**src/rtl/psum_accumulator_pkg.sv**
```systemverilog
// psum_accumulator_pkg: FSM encodings and counter sizing shared by the
// partial-sum accumulator and its term counter.
package psum_accumulator_pkg;

    typedef enum logic [1:0] {
        IDLE = 2'd0,
        ACC  = 2'd1,
        HOLD = 2'd2
    } state_e;

    localparam int DEF_NUM_PSUM = 4;
    localparam int CNT_W        = $clog2(DEF_NUM_PSUM + 1);

    // Count width able to hold the value n itself.
    function automatic int cnt_width(input int n);
        return $clog2(n + 1);
    endfunction

endpackage

```
**src/rtl/psum_counter.sv**
```systemverilog
// psum_counter: loadable up-counter with clear (highest priority), load and
// enable; o_tc flags that the count equals TC.
module psum_counter #(
    parameter int W  = 3,
    parameter int TC = 3
) (
    input  logic         clk,
    input  logic         rst_n,
    input  logic         i_clear,
    input  logic         i_load,
    input  logic [W-1:0] i_load_val,
    input  logic         i_en,
    output logic         o_tc
);

    logic [W-1:0] cnt_q, cnt_d;

    always_comb begin
        cnt_d = i_clear ? '0 : i_load ? i_load_val : i_en ? cnt_q + 1'b1 : cnt_q;
        o_tc  = (cnt_q == W'(TC));
    end

    always_ff @(posedge clk) begin
        if (!rst_n) cnt_q <= '0;
        else        cnt_q <= cnt_d;
    end

endmodule

```
**src/rtl/psum_accumulator.sv**
```systemverilog
// psum_accumulator: sums NUM_PSUM unsigned upstream terms into one
// ACC_WIDTH-bit result, held under valid/ready with a sticky wrap flag.
module psum_accumulator
    import psum_accumulator_pkg::*;
#(
    parameter int IN_WIDTH  = 5,
    parameter int ACC_WIDTH = 8,
    parameter int NUM_PSUM  = 4
) (
    input  logic                 clk,
    input  logic                 rst_n,
    input  logic                 i_en,
    input  logic                 i_clear,
    input  logic                 i_valid,
    input  logic [IN_WIDTH-1:0]  i_data_bus,
    output logic                 o_ready,
    output logic                 o_valid,
    output logic [ACC_WIDTH-1:0] o_data_bus,
    output logic                 o_overflow,
    input  logic                 i_ready
);

    localparam int CW = cnt_width(NUM_PSUM);

    state_e               state_q, state_d;
    logic [ACC_WIDTH-1:0] acc_q, acc_d, res_q, res_d, acc_nx, sum;
    logic                 ovf_q, ovf_d, ovf_nx, carry;
    logic                 accept, pop, last;

    // o_tc is high while the counter sits one short of a full group, so the
    // term being accepted now is the last one (count 0 covers NUM_PSUM=1).
    psum_counter #(
        .W  (CW),
        .TC (NUM_PSUM - 1)
    ) u_cnt (
        .clk        (clk),
        .rst_n      (rst_n),
        .i_clear    (i_clear | pop),
        .i_load     (accept & (state_q == IDLE)),
        .i_load_val (CW'(1)),
        .i_en       (accept & (state_q == ACC)),
        .o_tc       (last)
    );

    always_ff @(posedge clk) begin
        if (!rst_n) state_q <= IDLE;
        else        state_q <= state_d;
    end

    always_comb begin
        state_d = state_q;
        if (i_clear)     state_d = IDLE;
        else if (pop)    state_d = IDLE;
        else if (accept) state_d = last ? HOLD : ACC;
    end

    always_comb begin
        o_ready    = rst_n & i_en & (state_q != HOLD);
        o_valid    = (state_q == HOLD);
        o_overflow = (state_q == HOLD) & ovf_q;
        o_data_bus = res_q;
    end

    assign accept = i_valid & o_ready;
    assign pop    = i_en & i_ready & (state_q == HOLD);

    always_comb begin
        {carry, sum} = {1'b0, acc_q} + (ACC_WIDTH + 1)'(i_data_bus);
        acc_nx = (state_q == IDLE) ? ACC_WIDTH'(i_data_bus) : sum;
        ovf_nx = (state_q != IDLE) & (ovf_q | carry);
        acc_d  = i_clear ? '0 : accept ? acc_nx : acc_q;
        ovf_d  = i_clear ? 1'b0 : accept ? ovf_nx : ovf_q;
        res_d  = (accept & last & ~i_clear) ? acc_nx : res_q;
    end

    always_ff @(posedge clk) begin
        if (!rst_n) begin
            acc_q <= '0;
            ovf_q <= 1'b0;
            res_q <= '0;
        end else begin
            acc_q <= acc_d;
            ovf_q <= ovf_d;
            res_q <= res_d;
        end
    end

endmodule

```
**config.mk**
```make
export PLATFORM = sky130hd
export DESIGN_NAME = psum_accumulator
export DESIGN_NICKNAME = d
export VERILOG_FILES = /design/src/rtl/psum_accumulator_pkg.sv /design/src/rtl/psum_counter.sv /design/src/rtl/psum_accumulator.sv
export SDC_FILE = /design/constraint.sdc
export NUM_CORES = 1
export LEC_CHECK = 0
export ABC_AREA = 1
export CORE_UTILIZATION = 35
export CTS_CLUSTER_DIAMETER = 60
export DETAILED_ROUTE_END_ITERATION = 12
export GPL_TIMING_DRIVEN = 0
export PLACE_DENSITY = 0.61
export SYNTH_ARGS = -nofsm -noshare
export SYNTH_HDL_FRONTEND = slang
export SYNTH_SLANG_ARGS = --single-unit
```
**constraint.sdc**
```tcl
create_clock -name clk -period 1.5 [get_ports clk]
set_input_delay 0.3 -clock clk [delete_from_list [all_inputs] [get_ports clk]]
set_output_delay 0.3 -clock clk [all_outputs]
set_load 0.02 [all_outputs]
```
==> flow_summary.yaml <==
run_status:
  status: "finished with violations"
  violations: "setup timing"
logic_synthesis:
  synth_edf_count: 0
  synthTopCellsByCount: "nand2_1, inv_1, dfxtp_1, nor2_1, nand3_1"
  synth_top_family_by_area: "simple AND/OR/NAND/NOR gates"
  synth_area_leaders: "dfxtp_1, nand2_1, inv_1, ha_1, nand3_1"
  synth_compound_area_share_pct: 15.6
  synth_top_area_share_pct: 34.9
  synth_mux_area_share_pct: 0
  netlist_area_um2: 1260
  yosysUniqueCellTypes: 24
  synth_area_per_cell_um2: 6.93
  synth-simple-area-share_pct: 30.0
  synth.most_common_cell: "nand2_1"
  yosysWarnings: 0
  ys.flop_type: "dfxtp_1"
  ys_seq_elements: 22
  ys_seq_area_share_pct: 34.9
  postSynthCellCount: 182
  synth_area_leader_cell: "dfxtp_1"
  postSynthNetCount: 201
  synth_fa_ha_area_share_pct: 8.53
  async_reset_ff_share_pct: 0
  synth-xor-area-share_pct: 0
power_and_ir_drop:
  leakage_nw: 0.865
  power.density_nw_per_um2: 685
  p_total_mw: 1.21
  vdd.ir_drop.worst_uv: 670
floorplan:
  die_area_um2: 3850
  die_y_um: 62.0
  ios: 22
  rows: 21
  coreArea_um2: 3390
  start_util_pct: 37.2
  die_w_um: 62.0
sta:
  max_freq_mhz: 647
  setup-violations-final: 4
  worst_slew_pin_slew_ns: 0.355
  finalClockSkew_ns: 0.0125
  finalHoldViolations: 0
  rsz0062_at_grt: "yes"
  setup_ws_ns: -0.0462
  finalSetupTns_ns: -0.0776
  period_needed_ns: 1.55
  relSlewSlack_pct: 76.1
  slew_violations: 0
  fin_crit_sh_pct: 103
global_route:
  antenna_found_initial: 0
  grt_pass1_vias: 1029
  gr-usage-all-layers_pct: 16.0
  grt_overflow: 0
  grt_max_degree: 14
  grt_pass1_wl_um: 4490
min_path:
  hp-class: "in -> reg"
  hold_path_depth: 5
layout:
  final_cell_area_um2: 1770
  num_antenna_cells: 0
  drive_above_1_share_pct: 24.8
  nNetsFinal: 234
  post-route-util_pct: 52.3
  area_delta_synth_final_pct: 40.5
  fillers: 330
critical_path:
  arrival_ns: 1.79
  r2r_cells: 10
  startpoint_type: "register"
  required_ns: 1.75
  cp-end-kind: "register"
  worstSetupPathType: "reg -> reg"
  path_max_fanout: 3
route:
  route.detailed.drc: 0
  vias_per_cell: 4.67
  drt_iter0_drc: 80
  firstDrtPassIters: 4
  routed_wl_um: 2890
  vias: 1215
  wire_per_inst_um: 11.1
  antenna_left: 0
place:
  place_area_um2: 1530
  place_hpwl_um: 2110
  numPortBuffers: 21
  pre_cts_ws_ns: -0.640
  gp_congestion: 0.761
run:
  maxCapViolCount: 0
cts:
  cts_hold_buffers: 0
  cts_tree: "yes"
  clockBufferDepth: 2
  path_clk_slew_ns: 0.13
  insertion_delay_ns: 0.32
  cts_made_buffers: 3
  clock-root-buffer: "clkbuf_4"
  h-tree-depth: 1
  cts_sinks: 22
## routing by layer
metal	track usage, %	routed length (um)	vias to the layer above
met5	0	0	-
met4	3.17	0	0
met3	4.97	125	0
met2	26.6	1390	22
met1	20.3	1380	542
li1	-	-	651
## final timing paths
path,startpoint,endpoint,slack (ns)
worst min-delay path,i_data_bus[4],acc_q[4],0.45
worst max register to register,acc_q[0],ovf_q,-0.05
worst min register to register,u_cnt.cnt_q[0],u_cnt.cnt_q[0],0.47
worst max-delay path,acc_q[0],ovf_q,-0.05
## area by class of cell
class	instances	area, um2	share of cell area (%)
buffer	2	22.5	1.27
clock buffer	3	22.5	1.27
clock inverter	1	30.0	1.69
inverter	31	118	6.64
multi-input combinational	127	825	46.5
sequential	22	448	25.3
tap	46	57.6	3.25
timing repair buffer	28	249	14.1
## placed cells by master, fill, tap and decap left out, types with 2 or more instances in the layout
cell             count
dfxtp_1             18
ha_4                 4
inv_2                5
nand3_4              2
buf_6                3
nand3_1              7
nand3_2              8
dlygate4sd2_1       10
nor2_4               2
a21oi_1             12
nand2_1             37
clkbuf_4             3
nor2_1              18
nand2_2              3
buf_2                3
dlymetal6s2s_1       4
clkdlybuf4s50_1      3
ha_1                 3
buf_4                6
dfxtp_2              3
o21a_1               3
o21ai_1              5
o21ai_0             10
inv_1               25
## sequential cells by signal, indices dropped and copies added, names as in the netlist
name,flops
state_q,2
ovf_q,1
u_cnt.cnt_q,3
o_data_bus,8
acc_q,8
## repair_timing
action	in CTS	in global routing
endpoints found under the setup margin	30	17
setup buffers	0	6
resized for setup	44	26
pin swaps	8	12
cloned	0	1
## critical path, cell delays in order (launching register included)
cell	delay, ns
dfxtp_2	0.37
ha_4	0.13
inv_2	0.03
fa_2	0.35
inv_2	0.06
nand2_2	0.06
nand2_4	0.08
nand3_4	0.07
nand2_2	0.08
nand4_1	0.11
a21oi_1	0.14
## power breakdown
part	internal, mW	total [mW]	switching (mW)
Combinational	0.0725	0.161	0.0888
Clock	0.270	0.458	0.187
Sequential	0.589	0.595	0.00630
## stage by stage
step,hold slack (ns),std cells
2_1_floorplan,0.428,182
3_3_place_gp,0.443,249
3_5_place_dp,0.447,249
4_1_cts,0.472,253
5_1_grt,0.461,260
6_report,0.451,260
## logic make-up (layout without fill, tap and decap cells)
group | count (synthesis) | after routing
adders and majority gates | 8 | 8
DFF | 22 | 22
buffers and inverters | 33 | 65
AOI/OAI and AO/OA | 36 | 36
and+or+nand+nor | 83 | 83
Note: power is estimated with default switching activity, not from simulation.
